**src/rtl/booth_pkg.sv**
```systemverilog
// Shared types and the radix-4 Booth digit decoder for the multiplier.
package booth_pkg;

    typedef enum logic [1:0] {IDLE, CALC, DONE} booth_state_t;

    typedef enum logic [2:0] {B_ZERO, B_PM, B_P2M, B_NM, B_N2M} booth_sel_t;

    // Map a {q[i+1], q[i], q[i-1]} window to the partial-product selection.
    function automatic booth_sel_t booth_decode(logic [2:0] win);
        booth_sel_t sel;
        case (win)
            3'b000, 3'b111: sel = B_ZERO;
            3'b001, 3'b010: sel = B_PM;
            3'b011:         sel = B_P2M;
            3'b100:         sel = B_N2M;
            default:        sel = B_NM;
        endcase
        return sel;
    endfunction

endpackage

```
**src/rtl/booth_radix4_multiplier_if.sv**
```systemverilog
// Request/response bundle of the Booth multiplier; clock and reset stay outside.
interface booth_radix4_multiplier_if #(
    parameter int unsigned WIDTH = 8
);
    logic                 start;
    logic                 signed_mode;
    logic [WIDTH-1:0]     A;
    logic [WIDTH-1:0]     B;
    logic                 busy;
    logic                 done;
    logic [2*WIDTH-1:0]   S;

    modport master (
        output start, signed_mode, A, B,
        input  busy, done, S
    );

    modport slave (
        input  start, signed_mode, A, B,
        output busy, done, S
    );
endinterface

```
**src/rtl/booth_recoder.sv**
```systemverilog
// Turns a 3-bit Booth window and the extended multiplicand into the signed addend.
module booth_recoder
    import booth_pkg::*;
#(
    parameter int unsigned WIDTH = 8
) (
    input  logic [2:0]       win_i,
    input  logic [WIDTH+2:0] m_i,
    output logic [WIDTH+2:0] addend_o
);

    logic [WIDTH+2:0] m2;
    assign m2 = {m_i[WIDTH+1:0], 1'b0};

    // Select 0, +-M or +-2M; negation wraps modulo 2^(WIDTH+3).
    always_comb begin
        addend_o = '0;
        case (booth_decode(win_i))
            B_PM:    addend_o = m_i;
            B_P2M:   addend_o = m2;
            B_NM:    addend_o = -m_i;
            B_N2M:   addend_o = -m2;
            default: addend_o = '0;
        endcase
    end

endmodule

```
**src/rtl/booth_radix4_multiplier.sv**
```systemverilog
// Self-sequenced radix-4 Booth multiplier, two multiplier bits retired per cycle.
module booth_radix4_multiplier
    import booth_pkg::*;
#(
    parameter int unsigned WIDTH = 8
) (
    input  logic                          CLOCK,
    input  logic                          RESET,
    booth_radix4_multiplier_if.slave      bus
);

    localparam int unsigned NumIter = WIDTH / 2 + 1;
    localparam int unsigned CntW    = $clog2(NumIter + 1);
    localparam int unsigned HiW     = WIDTH + 3;
    localparam int unsigned LoW     = WIDTH + 2;

    if (WIDTH < 4 || (WIDTH % 2) != 0) begin : g_bad_width
        $error("booth_radix4_multiplier: WIDTH must be even and >= 4");
    end

    booth_state_t       state_q, state_d;
    logic [HiW-1:0]     m_q, m_d;
    logic [HiW-1:0]     hi_q, hi_d;
    logic [LoW-1:0]     lo_q, lo_d;
    logic               x_q, x_d;
    logic [CntW-1:0]    count_q, count_d;
    logic [2*WIDTH-1:0] s_q, s_d;

    logic [HiW-1:0]     addend;
    logic [HiW-1:0]     hi_sum;
    logic [HiW+LoW:0]   cat;
    logic [HiW+LoW:0]   sh;
    logic [LoW-1:0]     a_ext;
    logic [HiW-1:0]     b_ext;
    logic               last_iter;

    booth_recoder #(
        .WIDTH (WIDTH)
    ) u_recoder (
        .win_i    ({lo_q[1:0], x_q}),
        .m_i      (m_q),
        .addend_o (addend)
    );

    // Accumulate, then arithmetic-shift {HI,LO,x} right by one radix-4 digit.
    always_comb begin
        hi_sum    = hi_q + addend;
        cat       = {hi_sum, lo_q, x_q};
        sh        = {{2{hi_sum[HiW-1]}}, cat[HiW+LoW:2]};
        a_ext     = {{2{bus.signed_mode & bus.A[WIDTH-1]}}, bus.A};
        b_ext     = {{3{bus.signed_mode & bus.B[WIDTH-1]}}, bus.B};
        last_iter = (count_q == CntW'(NumIter - 1));
    end

    // Controller and datapath next-state.
    always_comb begin
        state_d = state_q;
        m_d     = m_q;
        hi_d    = hi_q;
        lo_d    = lo_q;
        x_d     = x_q;
        count_d = count_q;
        s_d     = s_q;
        case (state_q)
            IDLE: begin
                if (bus.start) begin
                    m_d     = b_ext;
                    lo_d    = a_ext;
                    hi_d    = '0;
                    x_d     = 1'b0;
                    count_d = '0;
                    state_d = CALC;
                end
            end
            CALC: begin
                hi_d    = sh[HiW+LoW:LoW+1];
                lo_d    = sh[LoW:1];
                x_d     = sh[0];
                count_d = count_q + CntW'(1);
                if (last_iter) begin
                    // Product is the low 2*WIDTH bits of the shifted {HI,LO}.
                    s_d     = sh[2*WIDTH:1];
                    state_d = DONE;
                end
            end
            DONE:    state_d = IDLE;
            default: state_d = IDLE;
        endcase
    end

    // State registers with synchronous reset.
    always_ff @(posedge CLOCK) begin
        if (RESET) begin
            state_q <= IDLE;
            m_q     <= '0;
            hi_q    <= '0;
            lo_q    <= '0;
            x_q     <= 1'b0;
            count_q <= '0;
            s_q     <= '0;
        end else begin
            state_q <= state_d;
            m_q     <= m_d;
            hi_q    <= hi_d;
            lo_q    <= lo_d;
            x_q     <= x_d;
            count_q <= count_d;
            s_q     <= s_d;
        end
    end

    assign bus.busy = (state_q != IDLE);
    assign bus.done = (state_q == DONE);
    assign bus.S    = s_q;

endmodule

```
**src/flat_wrapper.sv**
```systemverilog
// flat-port wrapper written by rule: the top's interface ports become plain ports
module booth_radix4_multiplier_flat import booth_pkg::*;
#(
    parameter int unsigned WIDTH = 8
)
  (CLOCK, RESET, bus_start, bus_signed_mode, bus_A, bus_B, bus_busy, bus_done, bus_S);
  booth_radix4_multiplier_if #(.WIDTH(WIDTH)) bus_i ();
  input  logic CLOCK;
  input  logic RESET;
  input wire logic [$bits(bus_i.start)-1:0] bus_start;
  input wire logic [$bits(bus_i.signed_mode)-1:0] bus_signed_mode;
  input wire logic [$bits(bus_i.A)-1:0] bus_A;
  input wire logic [$bits(bus_i.B)-1:0] bus_B;
  output wire logic [$bits(bus_i.busy)-1:0] bus_busy;
  output wire logic [$bits(bus_i.done)-1:0] bus_done;
  output wire logic [$bits(bus_i.S)-1:0] bus_S;
  assign bus_i.start = bus_start;
  assign bus_i.signed_mode = bus_signed_mode;
  assign bus_i.A = bus_A;
  assign bus_i.B = bus_B;
  assign bus_busy = bus_i.busy;
  assign bus_done = bus_i.done;
  assign bus_S = bus_i.S;
  booth_radix4_multiplier #(.WIDTH(WIDTH)) u_core (.CLOCK(CLOCK), .RESET(RESET), .bus(bus_i));
endmodule
```
**config.mk**
```make
export PLATFORM = sky130hd
export DESIGN_NAME = booth_radix4_multiplier_flat
export DESIGN_NICKNAME = d
export VERILOG_FILES = /design/src/rtl/booth_pkg.sv /design/src/rtl/booth_radix4_multiplier_if.sv /design/src/rtl/booth_recoder.sv /design/src/rtl/booth_radix4_multiplier.sv /design/src/flat_wrapper.sv
export SDC_FILE = /design/constraint.sdc
export NUM_CORES = 1
export LEC_CHECK = 0
export CAP_MARGIN = 20
export CORE_MARGIN = 2
export CORE_UTILIZATION = 45
export DETAILED_ROUTE_END_ITERATION = 7
export HOLD_SLACK_MARGIN = 0.06
export PLACE_DENSITY = 0.73
export SLEW_MARGIN = 15
export SYNTH_ARGS = -nofsm -noshare
export SYNTH_HDL_FRONTEND = slang
export SYNTH_SLANG_ARGS = --single-unit
```
**constraint.sdc**
```tcl
create_clock -name CLOCK -period 7.35 [get_ports CLOCK]
set_input_delay 1.47 -clock CLOCK [delete_from_list [all_inputs] [get_ports CLOCK]]
set_output_delay 1.47 -clock CLOCK [all_outputs]
set_load 0.05 [all_outputs]
```
Word-level counts from Yosys, hierarchy flattened
Index checks and enable logic that the tools add are counted.

cells by class
  muxes and demuxes = 13
  bitwise logic cells = 2
  reductions and logical operators = 10
  add/subtract/negate cells = 4
  eq/ne operators = 14

operators by type and width
  cell                                            number
  one-hot mux 11 bit (4 select lines)             1
  negator 11 bit                                  2
  one-hot mux 11 bit (2 select lines)             1
  one-hot mux 10 bit (2 select lines)             1
  == test 3 x 2 -> 1 bit (second input constant)  4
  == test 3 bit (second input constant)           4
  one-hot mux 3 bit (4 select lines)              1
  adder 11 bit                                    1
  2-to-1 mux 11 bit                               1
  2-to-1 mux 10 bit                               1
  AND reduction 2 bit                             4
  == test 3 x 1 -> 1 bit (second input constant)  2
  one-hot mux 3 bit (2 select lines)              1
  2-to-1 mux 2 bit                                2
  one-hot mux 2 bit (2 select lines)              1
  nonzero test 2 bit                              2
  OR reduction 2 bit                              2
  adder 3 x 1 -> 3 bit (second input constant)    1
  logical NOT 3 bit                               1
  2-to-1 mux 3 bit                                1
  bitwise AND 1 bit                               2
  == test 2 x 1 -> 1 bit (second input constant)  1
  == test 2 bit (second input constant)           1
  logical NOT 2 bit                               1
  4 further kinds                                 4

storage, ports and cells
  flip-flop bits (word level) = 52

Logic depth before layout (Yosys ltp)
  depth in word-level cells = 7
  mapped depth = 14
  gate-level depth less buffers = 14

Cells and area by module
A second synthesis with hierarchy kept.

second synthesis, totals
  cells, all modules = 398
  area total of the unflattened synthesis = 3075.4 µm²

modules (own cells, without submodules)
  module                   instances  cells each  area each (µm²)
  booth_radix4_multiplier  1          291         2363.5
  booth_recoder            1          107         711.9

Least setup slack after synthesis
Ideal clock, no wire load.

  path type = register -> register
  start = register u_core.m_q[0]
  end = register u_core.hi_q[7]
  path slack = 4.392 ns
  arrival = 2.830 ns
  period minus slack after synthesis = 2.958 ns
  path buffers = 0
  setup time = 0.128 ns
  stages on the path, launching flop included = 15
  path through = dfxtp_1 inv_1 ha_1 nor3b_1 nand2b_1 xnor2_1 a221oi_1 a31oi_1 ha_1 o21a_1 o21a_1 and3_1 a211oi_1 xor2_1 o31ai_1

between the ends
  longest elaborated chain between the ends = 4

ends and longest elaborated chain
  item                                   line                                      source
  from (decl)                            booth_radix4_multiplier.sv:22             logic [HiW-1:0] m_q, m_d;
  from (signal assigned)                 booth_radix4_multiplier.sv:103            m_q <= m_d;
  negator 11 bit (on tied branches)      booth_recoder.sv:21, booth_recoder.sv:22
  one-hot mux 11 bit (4 select lines) *  booth_recoder.sv:18                       case (booth_decode(win_i))
  adder 11 bit *                         booth_radix4_multiplier.sv:47             hi_sum = hi_q + addend;
  one-hot mux 11 bit (2 select lines) *  booth_radix4_multiplier.sv:64             case (state_q)
  to (signal assigned)                   booth_radix4_multiplier.sv:104            hi_q <= hi_d;
  to (decl)                              booth_radix4_multiplier.sv:23             logic [HiW-1:0] hi_q, hi_d;

Every way passes the cells marked *; elsewhere a longest branch is shown, timed or not.
A chain may end at the register's enable or synchronous reset.

Worst setup path after layout
Same ends and word-level chain as after synthesis.

==> out/qor.yml <==
status: "finished clean"
routed_wirelength_mm: 7.06
switching_share_pct: 31.6
total_leakage_power_nw: 1.26
synth_common_cells: "81 x sky130_fd_sc_hd__nand2_1, 50 x sky130_fd_sc_hd__dfxtp_1, 46 x sky130_fd_sc_hd__a21oi_1, 30 x sky130_fd_sc_hd__nor2_1, 18 x sky130_fd_sc_hd__nand3_1"
cell_internal_power_dissipation_w: 0.000419
cts-buffers-inserted: 5
cts_tree: "yes"
netSwitchingPower_w: 0.000194
synth_nets: 428
worst_r2r_endpoint: "u_core.hi_q[7]$_SDFFE_PP0P_"
post_synth.cell_area_avg_um2: 7.69
antenna_found_initial: 0
startpoint: "u_core.m_q[0]$_SDFFE_PP0P_"
fill_cells: 611
cp-endpoint: "u_core.hi_q[7]$_SDFFE_PP0P_"
top_level_ports: 38
power_per_cell_area_mw_per_mm2: 179
finalCritPeriodShare_pct: 48.0
largest_cells_by_area_after_synthesis: "sky130_fd_sc_hd__dfxtp_1 33%, sky130_fd_sc_hd__nand2_1 10%, sky130_fd_sc_hd__a21oi_1 7.6%"
cts_num_sinks: 50
finalHoldViolations: 0
maxClockFrequency_mhz: 283
worst_slew_margin_rel_pct: 33.7
maxCapViolCount: 0
globalplace.congestion: 0.949
ys.warnings.count: 0
crit_path_max_fanout: 5
required_time_of_the_critical_path_ns: 7.51
syn_area_mm2: 0.00303
cts.repair.resized: 0
wire_length_of_the_first_global_routing_pass_mm: 11.8
synth_enable_flop_cells: 0
syn_to_final_growth_pct: 13.3
worst_setup_path_start_kind: "register"
drt_first_pass_iters: 4
synth_cell_type_count: 54
global_route.overflow_total: 0
path_clk_slew_ns: 0.10
finalMaxSlewViolations: 0
wire_per_inst_um: 14.4
combPwrFrac_pct: 22.1
postSynth.asyncResetShare_pct: 0
seq_power_share_pct: 49.2
timing.critical_path.to_type: "register"
maximum_clock_insertion_buffer_count: 2
root_buffer: "sky130_fd_sc_hd__clkbuf_8"
layout_min_cycle_time_ns: 3.53
pwr-share-clk_pct: 28.7
antenna_cells_inserted: 0
synth_seq_area_share_pct: 33.1
final.setup_skew_ns: 0.00371
core_mm2: 0.00642
worstMarginPinSlew_ns: 0.992
clkLatencyLatePin_ns: 0.31
reg2reg_from: "u_core.m_q[0]$_SDFFE_PP0P_"
initialDrtViolationCount: 126
synth_cells: 394
ff_latch_area_mm2: 0.00100
cp_data_arrival_time_ns: 3.69
worst-r2r-setup-slack_ns: 3.82
worst_ir_drop_vdd_mv: 0.131
starting_density_of_the_core_pct: 47.1
synthMostInstantiatedCell: "sky130_fd_sc_hd__nand2_1"
final_design_utilization_pct: 53.4
die-height_um: 86.0
setup.worst_path.class: "reg -> reg"
rsz0062_at_grt: "false"
rows: 29
dieWidth_um: 86.0
routed-via-count: 2743
globalRouteTotalUtil_pct: 19.6
vias_in_the_first_global_route: 2499
setup_violations: 0
post-synth-top-area-fraction_pct: 33.1
multi_input_comb_area_mm2: 0.00180
cts_post_setup_buffers_inserted: 0
post_synthesis_sequential_element_count: 50
drive_above_1_share_pct: 5.33
post-synth-top-area-cell: "sky130_fd_sc_hd__dfxtp_1"
grt_start_max_net_pins: 60
synthFlopType: "sky130_fd_sc_hd__dfxtp_1"
buffers_added_on_ports: 37
die-area_mm2: 0.00740
rr_worst_depth: 14
final_net_count: 446
number_of_vias_per_cell: 5.60
cts.hold.buffers_added: 0
antenna_nets_post_route: 0
accumulated_negative_setup_slack_ns: 0
holdCritPathClass: "reg -> reg"
htree_num_levels: 2
post-dp-hpwl_mm: 4.94
drc: 0
## logic make-up after synthesis
family          Yosys count  synth area share [%]
simple gates            174                  26.9
compound gates           94                  19.7
flops                    50                  33.1
buf+inv                  41                  7.52
xor+xnor                 16                  4.63
fa+ha+maj                14                  6.03
mux                       5                  2.11
## layer usage
layer / wire length (um) / GRT usage [%]
met1: 3390 / 25.7
met2: 3340 / 32.6
met3: 184 / 3.08
met4: 153 / 7.22
met5: 0 / 0
## layout by cell type, fill, tap and decap left out, drive strengths merged, types with 5 or more instances in the layout
master         synthesis  layout
nand2                 81      81
dfxtp                 50      50
a21oi                 46      46
clkdlybuf4s50          0      36
nor2                  31      31
nand3                 18      18
ha                    13      13
inv                   12      13
xnor2                 12      12
nor3                   8       8
o21ai                  8       8
a311oi                 8       8
nand2b                 6       6
nor2b                  6       6
nand4b                 6       6
clkbuf                23       6
or4                    5       5
## metrics by stage
stage          setup WS (ns)  hold WS [ns]  instance area [um2]  std cells  total power [W]
2_1_floorplan           4.39         0.432                 3030        394         0.000411
3_5_place_dp            3.87         0.447                 3330        482         0.000442
5_1_grt                 3.51         0.488                 3430        490         0.000644
4_1_cts                 3.85         0.461                 3430        490         0.000615
3_3_place_gp            4.03         0.444                 3330        482         0.000439
6_report                3.82         0.458                 3430        490         0.000613
## registers in the layout, indices dropped and copies added, names as in the netlist
name,flops
u_core.bus.S,16
u_core.count_q,3
u_core.hi_q,9
u_core.lo_q,10
u_core.m_q,9
u_core.state_q,2
u_core.x_q,1
## power groups by stage
stage,sequential [W],clock (W),combinational [W]
after floorplan,0.000295,0,0.000115
after global placement,0.000307,0,0.000132
after detailed placement,0.000307,0,0.000134
after CTS,0.000301,0.000179,0.000135
after global routing,0.000304,0.000190,0.000150
final,0.000301,0.000176,0.000135
## cell type report
type                            count  share of cell area (%)
Clock buffer                        6                    2.41
Clock inverter                      2                   0.474
Inverter                           12                    1.31
Multi-Input combinational cell    303                    52.5
Sequential cell                    50                    29.2
Tap cell                           77                    2.81
Timing Repair Buffer               40                    11.3
## worst max-delay path, stage by stage (launching register included)
cell	delay, ns
sky130_fd_sc_hd__dfxtp_1	0.36
sky130_fd_sc_hd__inv_1	0.12
sky130_fd_sc_hd__ha_1	0.20
sky130_fd_sc_hd__nor3b_1	0.53
sky130_fd_sc_hd__nand2b_1	0.20
sky130_fd_sc_hd__xnor2_1	0.09
sky130_fd_sc_hd__a221oi_1	0.32
sky130_fd_sc_hd__a31oi_1	0.11
sky130_fd_sc_hd__ha_1	0.40
sky130_fd_sc_hd__o21a_1	0.19
sky130_fd_sc_hd__o21a_1	0.17
sky130_fd_sc_hd__and3_1	0.18
sky130_fd_sc_hd__a211oi_1	0.27
sky130_fd_sc_hd__xor2_1	0.17
sky130_fd_sc_hd__o31ai_1	0.07
## worst min path at each step
stage | start | cells past startpoint | slack [ns] | endpoint
finish | u_core.bus.S[8]$_SDFFE_PP0P_ | 2 | 0.46 | u_core.bus.S[8]$_SDFFE_PP0P_
global route | u_core.bus.S[8]$_SDFFE_PP0P_ | 2 | 0.49 | u_core.bus.S[8]$_SDFFE_PP0P_
CTS | u_core.bus.S[8]$_SDFFE_PP0P_ | 2 | 0.46 | u_core.bus.S[8]$_SDFFE_PP0P_
detailed placement | u_core.bus.S[8]$_SDFFE_PP0P_ | 2 | 0.45 | u_core.bus.S[8]$_SDFFE_PP0P_
global placement | u_core.bus.S[8]$_SDFFE_PP0P_ | 2 | 0.44 | u_core.bus.S[8]$_SDFFE_PP0P_
floorplan | u_core.hi_q[7]$_SDFFE_PP0P_ | 2 | 0.43 | u_core.hi_q[7]$_SDFFE_PP0P_
Power figures use the tool's default switching activity.
==> RTL change 1: new RTL, config.mk and constraints unchanged <==
Re-encode `booth_state_t` (3 states) as one-hot, 3 bits wide.
--- a/src/rtl/booth_pkg.sv
+++ b/src/rtl/booth_pkg.sv
@@ -1,7 +1,7 @@
 // Shared types and the radix-4 Booth digit decoder for the multiplier.
 package booth_pkg;
 
-    typedef enum logic [1:0] {IDLE, CALC, DONE} booth_state_t;
+    typedef enum logic [2:0] {IDLE = 3'b001, CALC = 3'b010, DONE = 3'b100} booth_state_t;
 
     typedef enum logic [2:0] {B_ZERO, B_PM, B_P2M, B_NM, B_N2M} booth_sel_t;
 
Formal check against the unedited RTL: no difference found for any inputs over 4 cycles, from zero or initial values and one cycle with RESET high; so few cycles prove little.
==> RTL change 1 against the unedited design <==
Worst setup slack worse by 0.20 ns; final cell count is 0.41% lower; first-iteration DRC count is 7.9% lower; wire length is 6.1% lower; non-clock buffer count stayed put; sequential cell count is 1 higher; area after synthesis is 3.0% lower; combinational power is 21% lower; final area is 0.73% lower; synthesized cell count is 1.0% lower; power is 7.0% lower; largest cell class unchanged.
==> RTL change 1: results (changes against the unedited design) <==
stage;metric;value;unit;change
final_layout;Filler Cells Inserted;620;;+1.5%
route;via count;2657;;-3.1%
final_layout;non-clock inverter total of the final layout;13;;+1
power;Worst IR Drop VDD;0.147;mV;+13%
logic_synthesis;top cells by instance count after synthesis;sky130_fd_sc_hd__nand2_1 (89), sky130_fd_sc_hd__a21oi_1 (54), sky130_fd_sc_hd__dfxtp_1 (51), sky130_fd_sc_hd__nor2_1 (24), sky130_fd_sc_hd__nand3_1 (17);;
final_layout;relative area of non-clock buffer cells in the final design;11.5;%;+0.23 points
setup_path;reg-to-reg startpoint;u_core.x_q$_SDFFE_PP0P_;;
setup_path;flop2flop setup slack;3.62;ns;-0.20 ns
final_layout;sequential cell count of the final layout;51;;+2.0%
global_route;Global Route Usage Sum;19.2;%;-0.42 points
sta;Slew headroom;33.5;%;-0.24 points
logic_synthesis;post-synthesis xor/xnor area fraction;5.62;%;+1.0 points
setup_path;peak fanout along the critical path;23;;+18
final_layout;area occupied by multi-input gates;1760;µm²;-2.6%
final_layout;fraction of standard cell area that is sequential;30.0;%;+0.80 points
logic_synthesis;synthesized-area fraction occupied by adder cells;6.22;%;+0.19 points
setup_path;end of the worst register-to-register path;u_core.hi_q[9]$_SDFFE_PP0P_;;
clocking;buffers inserted during post-CTS setup optimization;0;;unchanged
power;Internal;0.000408;W;-2.5%
final_layout;#MultiIn Comb;300;;-0.99%
sta;hold slack final;0.458;ns;-0.000469 ns
sta;Post-Route Skew;0.0135;ns;+0.00980 ns
placed_design;Placed Cells incl. Taps;480;;-0.41%
setup_path;count of cells along the worst register-to-register path;13;;-1
logic_synthesis;post-synthesis sequential area ratio;34.8;%;+1.7 points
route;routed via count divided by cell count;5.44;;-2.7%
logic_synthesis;instance count of the mapped netlist;390;;-1.0%
placed_design;cell area after placement;3310;µm²;-0.68%
final_layout;clock buffers;6;;unchanged
global_route;pin count of the biggest net entering global routing;38;;-37%
global_route;global-route wire length before repair;11500;µm;-2.8%
hold_path;endpoint of the worst hold path;u_core.bus.S[6]$_SDFFE_PP0P_;;
placed_design;worst-case setup slack after placement;3.67;ns;-0.205 ns
logic_synthesis;top cells by area in the synthesized netlist;sky130_fd_sc_hd__dfxtp_1 (35%), sky130_fd_sc_hd__nand2_1 (11%), sky130_fd_sc_hd__a21oi_1 (9.2%), sky130_fd_sc_hd__ha_1 (5.5%), sky130_fd_sc_hd__xnor2_1 (3.9%);;
hold_path;Hold Startpoint;u_core.bus.S[6]$_SDFFE_PP0P_;;
placed_design;sum of net half-perimeters after detailed placement;4780;µm;-3.1%
power;leakage power;1.26;nW;-0.55%
logic_synthesis;total nets after synthesis;424;;-0.93%
final_layout;Register Area;1020;µm²;+2.0%
global_route;number of global-route vias before repair;2540;;+1.6%
logic_synthesis;compound-gate portion of the synthesized area;20.9;%;+1.2 points
final_layout;share of cells above drive strength 1;5.60;%;+0.27 points
placed_design;final estimated routing congestion in global placement;0.880;;-7.3%
outcome;outcome;finished clean;;
final_layout;fin nets;445;;-0.22%
setup_path;arrival time at the worst endpoint;3.92;ns;+0.23 ns
RTL change 1: cell types whose count changed in the layout (fill, tap and decap cells not counted), sizes merged, moves of 4 or more:
cell	unedited run	this run
a21oi	46	54
nand2	81	89
a311oi	8	1
a22oi	1	7
nor2	31	25
nand2b	6	2
nand4b	6	2
nor2b	6	2
or4	5	1
RTL change 1: power groups by stage:
stage | combinational, W | sequential, W | clock, W
final | 0.000107 | 0.000298 | 0.000165
after global routing | 0.000118 | 0.000300 | 0.000183
after CTS | 0.000107 | 0.000298 | 0.000170
after detailed placement | 0.000106 | 0.000304 | 0
after global placement | 0.000106 | 0.000304 | 0
after floorplan | 0.0000859 | 0.000296 | 0
RTL change 1: critical path, stage by stage, from the launching register on:
cell and delay [ns]:
sky130_fd_sc_hd__dfxtp_1 0.83, sky130_fd_sc_hd__clkinv_1 0.44, sky130_fd_sc_hd__nand2_1 0.29, sky130_fd_sc_hd__inv_1 0.06, sky130_fd_sc_hd__a221oi_1 0.29, sky130_fd_sc_hd__a31oi_1 0.08, sky130_fd_sc_hd__ha_1 0.35, sky130_fd_sc_hd__nor2b_1 0.16
sky130_fd_sc_hd__o2111ai_1 0.22, sky130_fd_sc_hd__nand4b_1 0.15, sky130_fd_sc_hd__a41oi_1 0.28, sky130_fd_sc_hd__xnor2_1 0.17, sky130_fd_sc_hd__mux2i_1 0.22, sky130_fd_sc_hd__a21oi_1 0.08
RTL change 1: logic make-up after synthesis:
family / after synthesis
and+or+nand+nor: 160
AOI/OAI and AO/OA: 102
DFF: 51
buffers and inverters: 39
xor gates and xnor gates: 18
adders and majority gates: 14
muxes: 6
RTL change 1: worst max path at each step:
stage                                          start                          end  cells after the start  slack [ns]
after global routing         u_core.x_q$_SDFFE_PP0P_  u_core.hi_q[9]$_SDFFE_PP0P_                     13        3.32
after global placement       u_core.x_q$_SDFFE_PP0P_  u_core.hi_q[9]$_SDFFE_PP0P_                     13        3.79
final                        u_core.x_q$_SDFFE_PP0P_  u_core.hi_q[9]$_SDFFE_PP0P_                     13        3.62
after CTS                    u_core.x_q$_SDFFE_PP0P_  u_core.hi_q[9]$_SDFFE_PP0P_                     13        3.69
after detailed placement     u_core.x_q$_SDFFE_PP0P_  u_core.hi_q[9]$_SDFFE_PP0P_                     13        3.67
after floorplan           u_core.m_q[2]$_SDFFE_PP0P_  u_core.hi_q[9]$_SDFFE_PP0P_                     13        4.20
RTL change 1: routing by layer:
metal,part of all wire (%),up-vias,wire length (µm),GRT usage (%)
li1,-,1387,-,-
met1,47,1216,3140,25.2
met2,49,49,3240,33.2
met3,3.0,5,196,2.95
met4,0.87,0,58,4.62
met5,0,-,0,0
==> RTL change 2: new RTL, config.mk and constraints unchanged <==
Made on the original files. `WIDTH` is set to 8 in 4 places; all go to 16.
--- a/src/rtl/booth_radix4_multiplier_if.sv
+++ b/src/rtl/booth_radix4_multiplier_if.sv
@@ -1,6 +1,6 @@
 // Request/response bundle of the Booth multiplier; clock and reset stay outside.
 interface booth_radix4_multiplier_if #(
-    parameter int unsigned WIDTH = 8
+    parameter int unsigned WIDTH = 16
 );
     logic                 start;
     logic                 signed_mode;
--- a/src/rtl/booth_recoder.sv
+++ b/src/rtl/booth_recoder.sv
@@ -2,7 +2,7 @@
 module booth_recoder
     import booth_pkg::*;
 #(
-    parameter int unsigned WIDTH = 8
+    parameter int unsigned WIDTH = 16
 ) (
     input  logic [2:0]       win_i,
     input  logic [WIDTH+2:0] m_i,
--- a/src/rtl/booth_radix4_multiplier.sv
+++ b/src/rtl/booth_radix4_multiplier.sv
@@ -2,7 +2,7 @@
 module booth_radix4_multiplier
     import booth_pkg::*;
 #(
-    parameter int unsigned WIDTH = 8
+    parameter int unsigned WIDTH = 16
 ) (
     input  logic                          CLOCK,
     input  logic                          RESET,
--- a/src/flat_wrapper.sv
+++ b/src/flat_wrapper.sv
@@ -1,7 +1,7 @@
 // flat-port wrapper written by rule: the top's interface ports become plain ports
 module booth_radix4_multiplier_flat import booth_pkg::*;
 #(
-    parameter int unsigned WIDTH = 8
+    parameter int unsigned WIDTH = 16
 )
   (CLOCK, RESET, bus_start, bus_signed_mode, bus_A, bus_B, bus_busy, bus_done, bus_S);
   booth_radix4_multiplier_if #(.WIDTH(WIDTH)) bus_i ();
Interface: changed (resized bus_A, bus_B and bus_S); port bits go from 38 to 70. No check against the original RTL was run, so the function may have changed too.
==> RTL change 2 against the unedited design <==
Worst setup slack got worse by 0.89 ns; core utilization increased by 1.8 points; final area increased by 85%; count of clock-buffer cells in the layout increased by 4; area after synthesis increased by 75%; sequential cell count increased by 41; wire length increased by 100%; power increased by 100%; synthesized cell count increased by 82%; largest cell class unchanged.
==> RTL change 2: results (changes against the unedited design) <==
stage;metric;value;unit;change
outcome;outcome;finished clean;;
power;leakage power;2.34;nW;+86%
global_route;pin count of the biggest net entering global routing;55;;-8.3%
clocking;buffers inserted during post-CTS setup optimization;0;;unchanged
final_layout;fin nets;811;;+82%
route;routed wirelength normalized by instance count;15.7;µm;+9.0%
final_layout;diodes inserted;0;;unchanged
power;Internal;0.000870;W;+110%
final_layout;number of flip-flops in the largest register;32;;+16
logic_synthesis;total nets after synthesis;777;;+82%
global_route;number of global-route vias before repair;4991;;+100%
logic_synthesis;post-synthesis sequential area ratio;34.3;%;+1.2 points
clocking;Gates resized, CTS repair;0;;unchanged
clocking;worst skew pair latency;0.34;ns;+0.03 ns
global_route;Global Route Usage Sum;22.6;%;+3.0 points
clocking;number of CTS-inserted buffers;9;;+4
placed_design;cell area after placement;6020;µm²;+81%
final_layout;share of cells above drive strength 1;5.15;%;-0.18 points
setup_path;peak fanout along the critical path;8;;+3
logic_synthesis;unique cell type count in the Yosys netlist;59;;+9.3%
clocking;H-tree depth;3;;+1
clocking;clock root cell;sky130_fd_sc_hd__clkbuf_16;;
route;first-iteration detailed-routing DRC count;435;;+250%
setup_path;delay of the slowest cell on the worst path;0.43;ns;-0.10 ns
setup_path;arrival time at the worst endpoint;4.61;ns;+0.92 ns
setup_path;cell with the largest stage delay on the worst path;sky130_fd_sc_hd__ha_1;;
hold_path;class of the worst hold path;register to register;;
placed_design;final estimated routing congestion in global placement;0.873;;-8.0%
sta;Post-Route Skew;0.00896;ns;+0.00526 ns
logic_synthesis;top cells by instance count after synthesis;sky130_fd_sc_hd__nand2_1 (161), sky130_fd_sc_hd__a21oi_1 (98), sky130_fd_sc_hd__dfxtp_1 (91), sky130_fd_sc_hd__clkbuf_1 (45), sky130_fd_sc_hd__nor2_1 (40);;
logic_synthesis;top cells by area in the synthesized netlist;sky130_fd_sc_hd__dfxtp_1 (34%), sky130_fd_sc_hd__nand2_1 (11%), sky130_fd_sc_hd__a21oi_1 (9.2%), sky130_fd_sc_hd__ha_1 (4.9%), sky130_fd_sc_hd__clkbuf_1 (3.2%);;
final_layout;Filler Cells Inserted;1059;;+73%
placed_design;sum of net half-perimeters after detailed placement;9770;µm;+98%
clocking;clock-pin slew reported for the worst setup and hold paths after clock tree synthesis;0.07;ns;-0.03 ns
sta;Slew headroom;51.5;%;+18 points
placed_design;count of input and output buffers;69;;+86%
logic_synthesis;warnings from Yosys;0;;unchanged
global_route;global-route wire length before repair;23900;µm;+100%
power;Worst IR Drop VDD;0.106;mV;-19%
route;DRT Pass-1 Iters;5;;+1
route;via count;5150;;+88%
==> RTL change 2: cell types whose count changed after synthesis, sizes merged, moves of 9 or more <==
| cell | delta |
|---|---|
| xor2 | +10 |
| nand2 | +80 |
| nor3 | +11 |
| nor2 | +9 |
| a21oi | +52 |
| dfxtp | +41 |
| a22oi | +16 |
| o21ai | +18 |
| clkbuf | +22 |
==> RTL change 2: logic make-up (layout without fill, tap and decap cells) <==
| group | after synthesis | after routing | synth area share [%] |
|---|---|---|---|
| simple gates | 297 | 297 | 25.2 |
| compound gates | 210 | 210 | 24.5 |
| xor+xnor | 30 | 30 | 4.95 |
| buf+inv | 65 | 104 | 4.97 |
| flops | 91 | 91 | 34.3 |
| fa+ha+maj | 22 | 22 | 5.32 |
| mux | 4 | 4 | 0.777 |
==> RTL change 2: power by group through the flow <==
stage | registers, W | clock network, W | logic (W)
2_1_floorplan | 0.000532 | 0 | 0.000174
3_3_place_gp | 0.000542 | 0 | 0.000225
3_5_place_dp | 0.000543 | 0 | 0.000228
4_1_cts | 0.000531 | 0.000482 | 0.000229
5_1_grt | 0.000535 | 0.000503 | 0.000257
6_report | 0.000532 | 0.000472 | 0.000231
==> RTL change 2: stage by stage <==
stage	std cells	power (W)	worst slack, ns	hold slack, ns
floorplan	719	0.000706	3.42	0.442
global placement	885	0.000767	3.13	0.445
detailed placement	885	0.000770	3.02	0.449
CTS	901	0.00124	2.99	0.456
global route	901	0.00129	2.69	0.475
finish	901	0.00124	2.93	0.454
==> RTL change 2: per-layer routing <==
metal | up-vias | wire (µm) | part of all wire (%) | GRT usage [%]
met5 | - | 0 | 0 | 0
met3 | 12 | 663 | 4.7 | 3.94
met4 | 0 | 146 | 1.0 | 5.69
met1 | 2422 | 6520 | 46 | 30.6
li1 | 2592 | - | - | -
met2 | 124 | 6820 | 48 | 37.7
==> RTL change 2: area by class of cell <==
class	count	area, µm²	area share (%)
Timing Repair Buffer	78	753	11.9
Clock inverter	6	76.3	1.21
Clock buffer	10	229	3.62
Sequential cell	91	1820	28.8
Tap cell	143	179	2.83
Multi-Input combinational cell	563	3240	51.1
Inverter	10	37.5	0.593
==> RTL change 2: final timing paths <==
| kind | cells after the start | start | to | slack (ns) |
|---|---|---|---|---|
| setup / recovery | 17 | u_core.m_q[1]$_SDFFE_PP0P_ | u_core.hi_q[13]$_SDFFE_PP0P_ | 2.93 |
| hold / removal | 2 | u_core.bus.S[23]$_SDFFE_PP0P_ | u_core.bus.S[23]$_SDFFE_PP0P_ | 0.45 |
| setup reg to reg | 17 | u_core.m_q[1]$_SDFFE_PP0P_ | u_core.hi_q[13]$_SDFFE_PP0P_ | 2.93 |
| hold reg to reg | 2 | u_core.bus.S[23]$_SDFFE_PP0P_ | u_core.bus.S[23]$_SDFFE_PP0P_ | 0.45 |
